## config.mk

```make
export PLATFORM = sky130hd
export DESIGN_NAME = imm_instr_encoder
export DESIGN_NICKNAME = d
export VERILOG_FILES = /design/src/rtl/imm_instr_encoder_pkg.sv /design/src/rtl/imm_instr_encoder.sv
export SDC_FILE = /design/constraint.sdc
export NUM_CORES = 1
export LEC_CHECK = 0
export CORE_MARGIN = 4
export CORE_UTILIZATION = 40
export DETAILED_ROUTE_END_ITERATION = 8
export GPL_ROUTABILITY_DRIVEN = 0
export PLACE_DENSITY = 0.7
export SLEW_MARGIN = 20
export SYNTH_ARGS = -nofsm -noshare
export SYNTH_HDL_FRONTEND = slang
export SYNTH_SLANG_ARGS = --single-unit
export TNS_END_PERCENT = 1
```

## constraint.sdc

```tcl
create_clock -name clk -period 6.6 [get_ports clk]
set_clock_uncertainty 0.1 [all_clocks]
set_input_delay 1.32 -clock clk [delete_from_list [all_inputs] [get_ports clk]]
set_output_delay 1.32 -clock clk [all_outputs]
set_load 0.02 [all_outputs]
```

## src/rtl/imm_instr_encoder_pkg.sv

```systemverilog
// Shared types and helpers for the RV32 immediate instruction encoder:
// format codes, the substitute NOP word, field packers and the immediate range check.
package imm_instr_encoder_pkg;

   typedef enum logic [1:0] {
      FMT_I = 2'b00,
      FMT_S = 2'b01,
      FMT_B = 2'b11
   } fmt_e;

   localparam logic [31:0] NOP_INSTR = 32'h0000_0013;

   function automatic logic [31:0] pack_i(input logic [11:0] imm,
                                          input logic [4:0]  rs1,
                                          input logic [2:0]  funct3,
                                          input logic [4:0]  rd,
                                          input logic [6:0]  opcode);
      return {imm[11:0], rs1, funct3, rd, opcode};
   endfunction

   function automatic logic [31:0] pack_s(input logic [11:0] imm,
                                          input logic [4:0]  rs2,
                                          input logic [4:0]  rs1,
                                          input logic [2:0]  funct3,
                                          input logic [6:0]  opcode);
      return {imm[11:5], rs2, rs1, funct3, imm[4:0], opcode};
   endfunction

   // imm holds bits [12:1] of the byte offset; bit 0 is known zero for B-format.
   function automatic logic [31:0] pack_b(input logic [12:1] imm,
                                          input logic [4:0]  rs2,
                                          input logic [4:0]  rs1,
                                          input logic [2:0]  funct3,
                                          input logic [6:0]  opcode);
      return {imm[12], imm[10:5], rs2, rs1, funct3, imm[4:1], imm[11], opcode};
   endfunction

   // hi = imm[31:11]; lsb = imm[0]. Returns 1 when the immediate cannot be encoded.
   function automatic logic imm_err(input fmt_e        fmt,
                                    input logic [20:0] hi,
                                    input logic        lsb);
      case (fmt)
         FMT_I, FMT_S: return !((&hi) || !(|hi));
         FMT_B:        return lsb || !((&hi[20:1]) || !(|hi[20:1]));
         default:      return 1'b1;
      endcase
   endfunction

endpackage

```

## src/rtl/imm_instr_encoder.sv

```systemverilog
// Two-stage streaming encoder: stage 1 registers fields and range-checks the immediate,
// stage 2 packs the RV32 word (or a NOP on error) and tracks its byte address.
module imm_instr_encoder
   import imm_instr_encoder_pkg::*;
#(
   parameter int ADDR_W    = 10,
   parameter int BASE_ADDR = 0,
   parameter int ERR_CNT_W = 8
) (
   input  logic                 clk,
   input  logic                 reset,
   input  logic                 clear,
   input  logic                 in_valid,
   output logic                 in_ready,
   input  logic [6:0]           opcode,
   input  logic [4:0]           rd,
   input  logic [4:0]           rs1,
   input  logic [4:0]           rs2,
   input  logic [2:0]           funct3,
   input  logic [31:0]          imm,
   output logic                 out_valid,
   input  logic                 out_ready,
   output logic [31:0]          out_instr,
   output logic [ADDR_W-1:0]    out_addr,
   output logic                 out_err,
   output logic [ERR_CNT_W-1:0] err_count
);

   localparam logic [ADDR_W-1:0]    BASE      = ADDR_W'(BASE_ADDR);
   localparam logic [ADDR_W-1:0]    WORD_STEP = ADDR_W'(4);
   localparam logic [ERR_CNT_W-1:0] CNT_ONE   = ERR_CNT_W'(1);

   // Valid/ready: a word moves across a boundary on the clock edge where the sender's
   // valid and the receiver's ready are both high; a sender holding valid keeps its
   // payload stable until that edge, and valid never drops before the transfer.

   logic        s1_valid;
   logic        s1_err;
   logic [6:0]  s1_opcode;
   logic [4:0]  s1_rd;
   logic [4:0]  s1_rs1;
   logic [4:0]  s1_rs2;
   logic [2:0]  s1_funct3;
   logic [12:0] s1_imm;

   logic        s1_advance;
   logic        out_fire;
   logic [31:0] s2_word;

   assign s1_advance = !out_valid || out_ready;
   assign in_ready   = !s1_valid || s1_advance;
   assign out_fire   = out_valid && out_ready;

   always_ff @(posedge clk or posedge reset) begin
      if (reset) begin
         s1_valid  <= 1'b0;
         s1_err    <= 1'b0;
         s1_opcode <= '0;
         s1_rd     <= '0;
         s1_rs1    <= '0;
         s1_rs2    <= '0;
         s1_funct3 <= '0;
         s1_imm    <= '0;
      end else if (in_ready) begin
         s1_valid <= in_valid;
         if (in_valid) begin
            s1_err    <= imm_err(fmt_e'(opcode[6:5]), imm[31:11], imm[0]);
            s1_opcode <= opcode;
            s1_rd     <= rd;
            s1_rs1    <= rs1;
            s1_rs2    <= rs2;
            s1_funct3 <= funct3;
            s1_imm    <= imm[12:0];
         end
      end
   end

   // Only bits [12:0] of the immediate survive stage 1; the range check already
   // guaranteed the upper bits are a pure sign extension.
   always_comb begin
      s2_word = NOP_INSTR;
      if (!s1_err) begin
         case (fmt_e'(s1_opcode[6:5]))
            FMT_I:   s2_word = pack_i(s1_imm[11:0], s1_rs1, s1_funct3, s1_rd, s1_opcode);
            FMT_S:   s2_word = pack_s(s1_imm[11:0], s1_rs2, s1_rs1, s1_funct3, s1_opcode);
            FMT_B:   s2_word = pack_b(s1_imm[12:1], s1_rs2, s1_rs1, s1_funct3, s1_opcode);
            default: s2_word = NOP_INSTR;
         endcase
      end
   end

   always_ff @(posedge clk or posedge reset) begin
      if (reset) begin
         out_valid <= 1'b0;
         out_instr <= '0;
         out_err   <= 1'b0;
      end else if (s1_advance) begin
         out_valid <= s1_valid;
         if (s1_valid) begin
            out_instr <= s2_word;
            out_err   <= s1_err;
         end
      end
   end

   // clear overrides the post-handshake update; the word leaving this cycle
   // already carried its address on out_addr.
   always_ff @(posedge clk or posedge reset) begin
      if (reset) begin
         out_addr  <= BASE;
         err_count <= '0;
      end else if (clear) begin
         out_addr  <= BASE;
         err_count <= '0;
      end else if (out_fire) begin
         out_addr <= out_addr + WORD_STEP;
         if (out_err && !(&err_count)) begin
            err_count <= err_count + CNT_ONE;
         end
      end
   end

endmodule

```

==> results of run 1 <==
[cell type report]
cell class	instances	area [sq um]	area share
sequential	90	2252	0.4338
multi-input combinational	204	1451	0.2796
timing repair buffer	112	1121	0.2160
tap	129	161.4	0.03109
clock buffer	9	123.9	0.02386
clock inverter	7	53.80	0.01036
inverter	6	27.53	0.005302
[power breakdown]
group | switching (mW) | internal (mW) | total, mW
clock | 0.201 | 0.139 | 0.339
combinational | 0.0687 | 0.0857 | 0.154
sequential | 0.0289 | 0.589 | 0.618
[sequential cells by signal (all words and copies together), names as in the netlist, 3 cells and up]
signal,cells
s1_funct3,3
s1_opcode,7
s1_rd,5
s1_rs2,5
s1_rs1,5
out_addr,8
s1_imm,13
err_count,8
out_instr,32
[critical path, delay by kind of cell]
family / cells / cell delay [ps]
buffers and inverters: 2 / 1300
and+or+nand+nor: 1 / 260
[kinds of logic after synthesis]
| logic type | after synthesis | synth area share |
|---|---|---|
| muxes | 38 | 0.1119 |
| DFF | 90 | 0.5907 |
| adders and majority gates | 2 | 0.006563 |
| buffers and inverters | 22 | 0.03085 |
| AOI/OAI and AO/OA | 61 | 0.1106 |
| and+or+nand+nor | 91 | 0.1254 |
| other | 1 | 0.0009836 |
| xor gates and xnor gates | 10 | 0.02297 |
[layer usage]
layer	global-route usage	share of wire	vias to the layer above
li1	-	-	1338
met1	0.2088	0.43	1402
met2	0.2509	0.47	103
met3	0.04532	0.079	12
met4	0.05550	0.015	0
met5	0	0	-
[per-stage QoR]
step           total power [mW]  hold WS [ps]  instance area (sq um)    util  cells
6_report                  1.112         384.1                   5191  0.5618    557
5_1_grt                   1.166         388.1                   5191  0.5618    557
4_1_cts                   1.124         385.0                   5189  0.5615    557
3_5_place_dp             0.7855         370.7                   5011  0.5423    541
3_3_place_gp             0.7798         365.3                   5009  0.5420    541
2_1_floorplan            0.7142         354.4                   3816       -    316
[final timing paths]
check                                endpoint  cells after the start  slack (ps)          start
worst max-delay path                 in_ready                      3        2300      out_ready
worst min-delay path            out_instr[23]                      2         380  out_instr[23]
worst max register to register   s1_opcode[1]                      3        4410      out_valid
worst min register to register  out_instr[23]                      2         380  out_instr[23]
max in group asynchronous            s1_valid                      2        4470          reset
min in group asynchronous        err_count[0]                      2        1390          reset
[placed cells by master (no fill, tap or decap), types with 4 or more instances in the layout]
cell type and instances:
clkdlybuf4s50_1 112, dfrtp_1 90, mux2_2 37, nand2_1 27, a22o_1 16, o21ai_0 15, nor2_1 14, a21oi_1 13
clkbuf_8 9, and3_1 7, nand3_1 6, nand4_1 6, xnor2_1 6, nand2b_1 6, a22oi_1 6, nor4_1 6
inv_1 5, xor2_1 4
==> flow_metrics.tcl, run 1 <==
set metrics [dict create \
    status "finished clean" \
    nNetsFinal 487 \
    grt-ovfl-total 0 \
    post-route-min-period_ps 4299 \
    synth_edf_count 0 \
    fin_ws_ps 2301 \
    drive_above_1_share 0.1472 \
    cts_tree "built" \
    fillers 828 \
    max-slew-margin-rel 0.3332 \
    grt_max_degree 91 \
    drv_cap 0 \
    yosysSeqAreaShare 0.5907 \
    async_flop_share 1.000 \
    die_area_sq_mm 0.01116 \
    cp_slowest_cell "clkdlybuf4s50_1" \
    ctsHoldBuffers 0 \
    p_leak_nw 2.134 \
    finalHoldViolCount 0 \
    path_common_cell "clkdlybuf4s50_1" \
    die_w_um 105.6 \
    cp_slowest_stage_delay_ps 650 \
    fp.dieH_um 105.6 \
    synth_area_sq_mm 0.003812 \
    synth_cell_types 42 \
    ios 115 \
    setup-violations-final 0 \
    dp_slack_ps 2315 \
    start_util 0.4126 \
    min_path_type "flip-flop to flip-flop" \
    slew_violations 0 \
    synth_top_flop_cell "dfrtp_1" \
    rsz0062_at_grt "false" \
    yosys_warnings 0 \
    cts_setup_buffers 0 \
    routedWlPerCell_um 15.36 \
    clock.fmax_mhz 232.6 \
    drc_errors 0 \
    clk_path_buf_depth 2 \
    ir_worst_vdd_uv 104.5 \
    yosysTopAreaCell "dfrtp_1" \
    worstPathArrival_ps 2880 \
    worstMarginPinSlew_ps 996.7 \
    crit_path_max_fanout 8 \
    crit_chain "clkdlybuf4s50_1, nand3b_1, clkdlybuf4s50_1" \
    cts_resized 0 \
    clkLatencyLatePin_ps 350 \
    cts_buffers 9 \
    grt_pass1_vias 2863 \
    synth_commonest_cells "dfrtp_1, mux2_2, nand2_1" \
    synthTopCellsByArea "dfrtp_1, mux2_2, a22o_1" \
    ant_nets 0 \
    initialDrtViolationCount 89 \
    core_sq_mm 0.009240 \
    vias_per_cell 5.126 \
    num_vias 2855 \
    critical_path_required_ps 5180 \
    syn_inst 315 \
    crit_type "input pin to primary output" \
    power_density_mw_per_mm2 214.1 \
    setup_tns_ps 0 \
    clkTransAtPathRegs_ps 90 \
    drtPass1Iterations 4 \
    start_kind "input pin" \
    antenna_found_initial 0 \
    dpl.hpwl_um 6014 \
    end_kind "primary output" \
    synth_top_area_share 0.5907 \
    fin_crit_sh 0.6514 \
    grt.total_usage 0.1584 \
    num_antenna_cells 0 \
    synth_area_per_cell_sq_um 12.10 \
    port_buffers 112 \
    ys_ff_latch 90 \
    area_delta_synth_final_pct 36.17 \
    clkSinkCount 90 \
    cts-root-buf "clkbuf_8" \
    num_rows 35 \
    htree_levels 3 \
    grt_pass1_wl_um 14230 \
    synth_most_common_cell "dfrtp_1" \
    wirelength_um 8558 \
]
Power figures use the tool's default switching activity.
==> run 2, diff against run 1 <==
Clock period 6.6 ns to 4.28 ns, I/O delays scaled along.
==> run 2 against run 1 <==
Compared with the run above: utilization increased by 0.51 points; register-to-register slack got worse by 2300 ps; largest power group unchanged; clock-buffer cell count increased by 3; die area unchanged; clock power increased by 87%.
==> flow_metrics.tcl, run 2 (synthesized netlist as in run 1, its figures left out) <==
set metrics [dict create \
    crit_start "out_ready" \
    clock.fmax_mhz 295.9 \
    cp_slowest_cell "clkdlybuf4s50_1" \
    regMostFlops "out_instr" \
    status "finished clean" \
    crit_path_max_fanout 8 \
    fp.dieH_um 105.6 \
    dp_slack_ps 924.7 \
    antenna_found_initial 0 \
    area_delta_synth_final_pct 37.41 \
    finalHoldViolCount 0 \
    clkTransAtPathRegs_ps 90 \
    rsz0062_at_grt "false" \
    layout_commonest_cell "clkdlybuf4s50_1" \
    routedWlPerCell_um 15.63 \
    largest_reg_flops 32 \
    p_leak_nw 2.160 \
    num_vias 2874 \
    ctsHoldBuffers 0 \
    max-slew-margin-rel 0.3453 \
    final_core_util 0.5670 \
    ios 115 \
    ant_nets 0 \
    multi_input_area_sq_mm 0.001449 \
    drc_errors 0 \
    top_regs "out_instr x32, s1_imm x13" \
    post-route-min-period_ps 3380 \
    clk_path_buf_depth 2 \
    setup-violations-final 0 \
    fin_crit_sh 0.7896 \
    reg2regPathDepth 3 \
    drtPass1Iterations 4 \
    clkSinkCount 90 \
    crit_type "input pin to primary output" \
    grt.total_usage 0.1577 \
    cp_slowest_stage_delay_ps 660 \
    place_area_sq_mm 0.005016 \
    cts-root-buf "clkbuf_8" \
    die_area_sq_mm 0.01116 \
    worstMarginPinSlew_ps 978.5 \
    drv_cap 0 \
    num_rows 35 \
    nNetsFinal 488 \
    slew_violations 0 \
    critical_path_required_ps 3320 \
    power_density_mw_per_mm2 348.7 \
    crit_chain "clkdlybuf4s50_1, nand3b_1, clkdlybuf4s50_1" \
    ir_worst_vdd_uv 136.9 \
    whs_ps 383.2 \
    grt-ovfl-total 0 \
    end_kind "primary output" \
    grt_pass1_wl_um 14050 \
    hp-start "out_instr[23]" \
    die_w_um 105.6 \
    wirelength_um 8724 \
    cts_resized 0 \
    setup_tns_ps 0 \
    crit_family "buffers and inverters" \
    grt_pass1_vias 2914 \
    path_depth 3 \
    dpl.hpwl_um 6194 \
    cts_buffers 9 \
    start_util 0.4126 \
    min_path_type "flip-flop to flip-flop" \
    num_antenna_cells 0 \
    reg2reg_from "out_valid" \
    start_kind "input pin" \
    core_sq_mm 0.009240 \
    htree_levels 3 \
    initialDrtViolationCount 66 \
    final_cell_mix "clkdlybuf4s50_1, dfrtp_1, mux2_2, nand2_1, a22o_1" \
    drive_above_1_share 0.1422 \
    cts_tree "built" \
    fillers 816 \
    fin_ws_ps 900.5 \
    vias_per_cell 5.151 \
    final_area_sq_mm 0.005239 \
    worstPathArrival_ps 2420 \
    whs_path_depth 2 \
    clkLatencyLatePin_ps 350 \
    ff_latch_area_sq_mm 0.002252 \
    grt_max_degree 91 \
    crit_buf_inv 2 \
    port_buffers 112 \
    cts_setup_buffers 0 \
    path_common_cell "clkdlybuf4s50_1" \
]
==> run 2: changes by cell type in the layout (fill, tap and decap cells not counted) <==
cell and change:
clkbuf_8 +1, clkinvlp_4 -1, nand2_1 +1, buf_4 +1
clkbuf_1 +2, bufinv_16 +2, clkinv_2 -1, nand2_2 -1
clkinv_4 -2, inv_6 -1
==> run 2: report_power, final <==
group	total (mW)	internal, mW	switching, mW	leakage [nW]
Clock	0.634	0.346	0.288	0.103
Combinational	0.240	0.133	0.107	0.918
Sequential	0.953	0.909	0.0446	1.14
==> run 2: layout make-up <==
| cell class | count | area share |
|---|---|---|
| timing repair buffer | 113 | 0.2154 |
| tap | 129 | 0.03081 |
| sequential | 90 | 0.4299 |
| multi-input combinational | 204 | 0.2766 |
| clock inverter | 4 | 0.01433 |
| inverter | 6 | 0.005254 |
| clock buffer | 12 | 0.02770 |
==> run 2: final timing paths <==
check,end,slack (ps)
max,in_ready,900
max reg2reg,s1_imm[11],2080
min,out_instr[23],380
min in group asynchronous,err_count[0],920
min reg2reg,out_instr[23],380
max in group asynchronous,s1_opcode[3],2600
==> run 2: worst reg2reg max path: cells and delay by family (launching register included) <==
family,cells,cell delay (ps)
simple gates,2,1030
flops,1,520
mux,1,440
==> run 2: per-layer routing <==
metal / global-route usage / share of wire
met1: 0.1973 / 0.42
met2: 0.2600 / 0.48
met3: 0.04960 / 0.084
met4: 0.05180 / 0.011
met5: 0 / 0
==> run 2: through the flow <==
| step | cells | power [mW] |
|---|---|---|
| floorplan | 316 | 1.101 |
| global placement | 542 | 1.203 |
| detailed placement | 542 | 1.212 |
| CTS | 558 | 1.848 |
| global route | 558 | 1.910 |
| finish | 558 | 1.827 |
==> run 3, diff against run 2 <==
Clock period 4.28 ns to 3.3 ns, I/O delays scaled along.
==> run 3 against run 2 <==
Compared with the run above: first-iteration DRC count is 36% higher; sequential share of layout area is 0.12 points lower; power is 25% higher; register-to-register slack worse by 720 ps; non-clock buffer count is 3 higher; wire length is 0.86% higher; global-route usage is 0.29 points higher; utilization is 0.16 points higher; design area is 0.29% higher; final cell count is 0.72% higher.
==> flow_metrics.tcl, run 3 (synthesized netlist as in run 1, its figures left out) <==
set metrics [dict create \
    fin_crit_sh 0.8292 \
    drc_errors 0 \
    cts_buffers 9 \
    clkLatencyLatePin_ps 340 \
    area_delta_synth_final_pct 37.81 \
    pwr-share-clk 0.319 \
    switching_share 0.2518 \
    routedWlPerCell_um 15.66 \
    end_kind "primary output" \
    crit_path_max_fanout 4 \
    crit_chain "clkdlybuf4s50_1, nand3b_1, clkdlybuf4s50_1" \
    crit_type "input pin to primary output" \
    final_cells 562 \
    ir_worst_vdd_uv 260.8 \
    seqPwrFrac 0.541 \
    start_util 0.4126 \
    p_leak_nw 2.163 \
    ctsHoldBuffers 0 \
    grt.total_usage 0.1606 \
    worstMarginPinSlew_ps 618.2 \
    num_vias 2865 \
    setup_tns_ps 0 \
    clk_path_buf_depth 2 \
    vias_per_cell 5.098 \
    num_rows 35 \
    cts-root-buf "clkbuf_8" \
    grt_max_degree 60 \
    fp.dieH_um 105.6 \
    cts_tree "built" \
    p_sw_mw 0.5749 \
    p_int_mw 1.708 \
    pwr-share-comb 0.139 \
    ios 115 \
    top_regs "out_instr x32, s1_imm x13" \
    regMostFlops "out_instr" \
    rsz0062_at_grt "false" \
    htree_levels 3 \
    cp_slowest_stage_delay_ps 640 \
    clkTransAtPathRegs_ps 80 \
    slew_violations 0 \
    setup-violations-final 0 \
    cts_resized 0 \
    path_common_cell "clkdlybuf4s50_1" \
    dp_slack_ps 568.9 \
    largest_reg_flops 32 \
    worstPathArrival_ps 1980 \
    whs_ps 379.2 \
    min_path_type "flip-flop to flip-flop" \
    layout_commonest_cell "clkdlybuf4s50_1" \
    finalHoldViolCount 0 \
    port_buffers 112 \
    status "finished clean" \
    wirelength_um 8799 \
    grt_pass1_vias 2896 \
    crit_family "buffers and inverters" \
    post-route-min-period_ps 2736 \
    clock.fmax_mhz 365.5 \
    fin_ws_ps 563.7 \
    critical_path_required_ps 2540 \
    drive_above_1_share 0.1458 \
    dp.cells 545 \
    initialDrtViolationCount 90 \
    nNetsFinal 491 \
    clkSinkCount 90 \
    ant_nets 0 \
    drv_cap 0 \
    grt_pass1_wl_um 14460 \
    final_cell_mix "clkdlybuf4s50_1, dfrtp_1, mux2_2, nand2_1, a22o_1" \
    cts_setup_buffers 0 \
    grt-ovfl-total 0 \
    cp_slowest_cell "clkdlybuf4s50_1" \
    start_kind "input pin" \
    antenna_found_initial 0 \
    crit_buf_inv 2 \
    die_w_um 105.6 \
    dpl.hpwl_um 6465 \
    max-slew-margin-rel 0.5866 \
    power_mw 2.283 \
    power_density_mw_per_mm2 434.6 \
    die_area_sq_mm 0.01116 \
    drtPass1Iterations 5 \
    core_sq_mm 0.009240 \
]
## run 3: cell count changes in the layout (fill, tap and decap cells not counted)
cell and change:
inv_6 -1, buf_4 +1, clkbuf_1 +1, inv_4 +1, buf_12 +2, clkbuf_8 -1
bufinv_16 -1, diode_2 +1, clkinvlp_4 +1
## run 3: worst paths after layout
path                               from            to  slack [ps]  depth (start not counted)
max                           out_ready      in_ready         560                          3
min                        out_instr[5]  out_instr[5]         380                          2
max reg2reg                err_count[0]  err_count[5]        1360                          5
min reg2reg                out_instr[5]  out_instr[5]         380                          2
max in group asynchronous         reset  s1_opcode[4]        1880                          3
min in group asynchronous         reset  err_count[0]         570                          2
## run 3: power groups by stage
stage,Clock (mW),Combinational (mW),Sequential (mW)
after detailed placement,0,0.323,1.26
final,0.729,0.318,1.24
after CTS,0.747,0.324,1.24
after global routing,0.796,0.348,1.25
after floorplan,0,0.180,1.25
after global placement,0,0.315,1.25
## run 3: layout make-up
class                   instances  area, sq um
clock buffers                  12        135.1
repair buffers                116         1176
fillers                       788         3986
inverters                       6        25.02
diodes                          1        2.502
multi-input cells             204         1449
flip-flops and latches         90         2252
well taps                     129        161.4
clock inverters                 4        52.55
## run 3: worst register-to-register path: cells and delay by family, from the launching register on
kind	cells	cell delay [ps]
and+or+nand+nor	2	680
DFF	1	430
AOI/OAI and AO/OA	2	400
adders and majority gates	1	240
## run 3: per-layer routing
metal	track usage	share of wire	vias up
li1	-	-	1350
met1	0.2143	0.45	1421
met2	0.2632	0.47	87
met3	0.03919	0.071	7
met4	0.04163	0.0074	0
met5	0	0	-
## run 3: through the flow
step,instance area (sq um),util
6_report,5254,0.5686
5_1_grt,5251,0.5683
4_1_cts,5251,0.5683
3_5_place_dp,5064,0.5480
3_3_place_gp,5064,0.5480
2_1_floorplan,3816,-
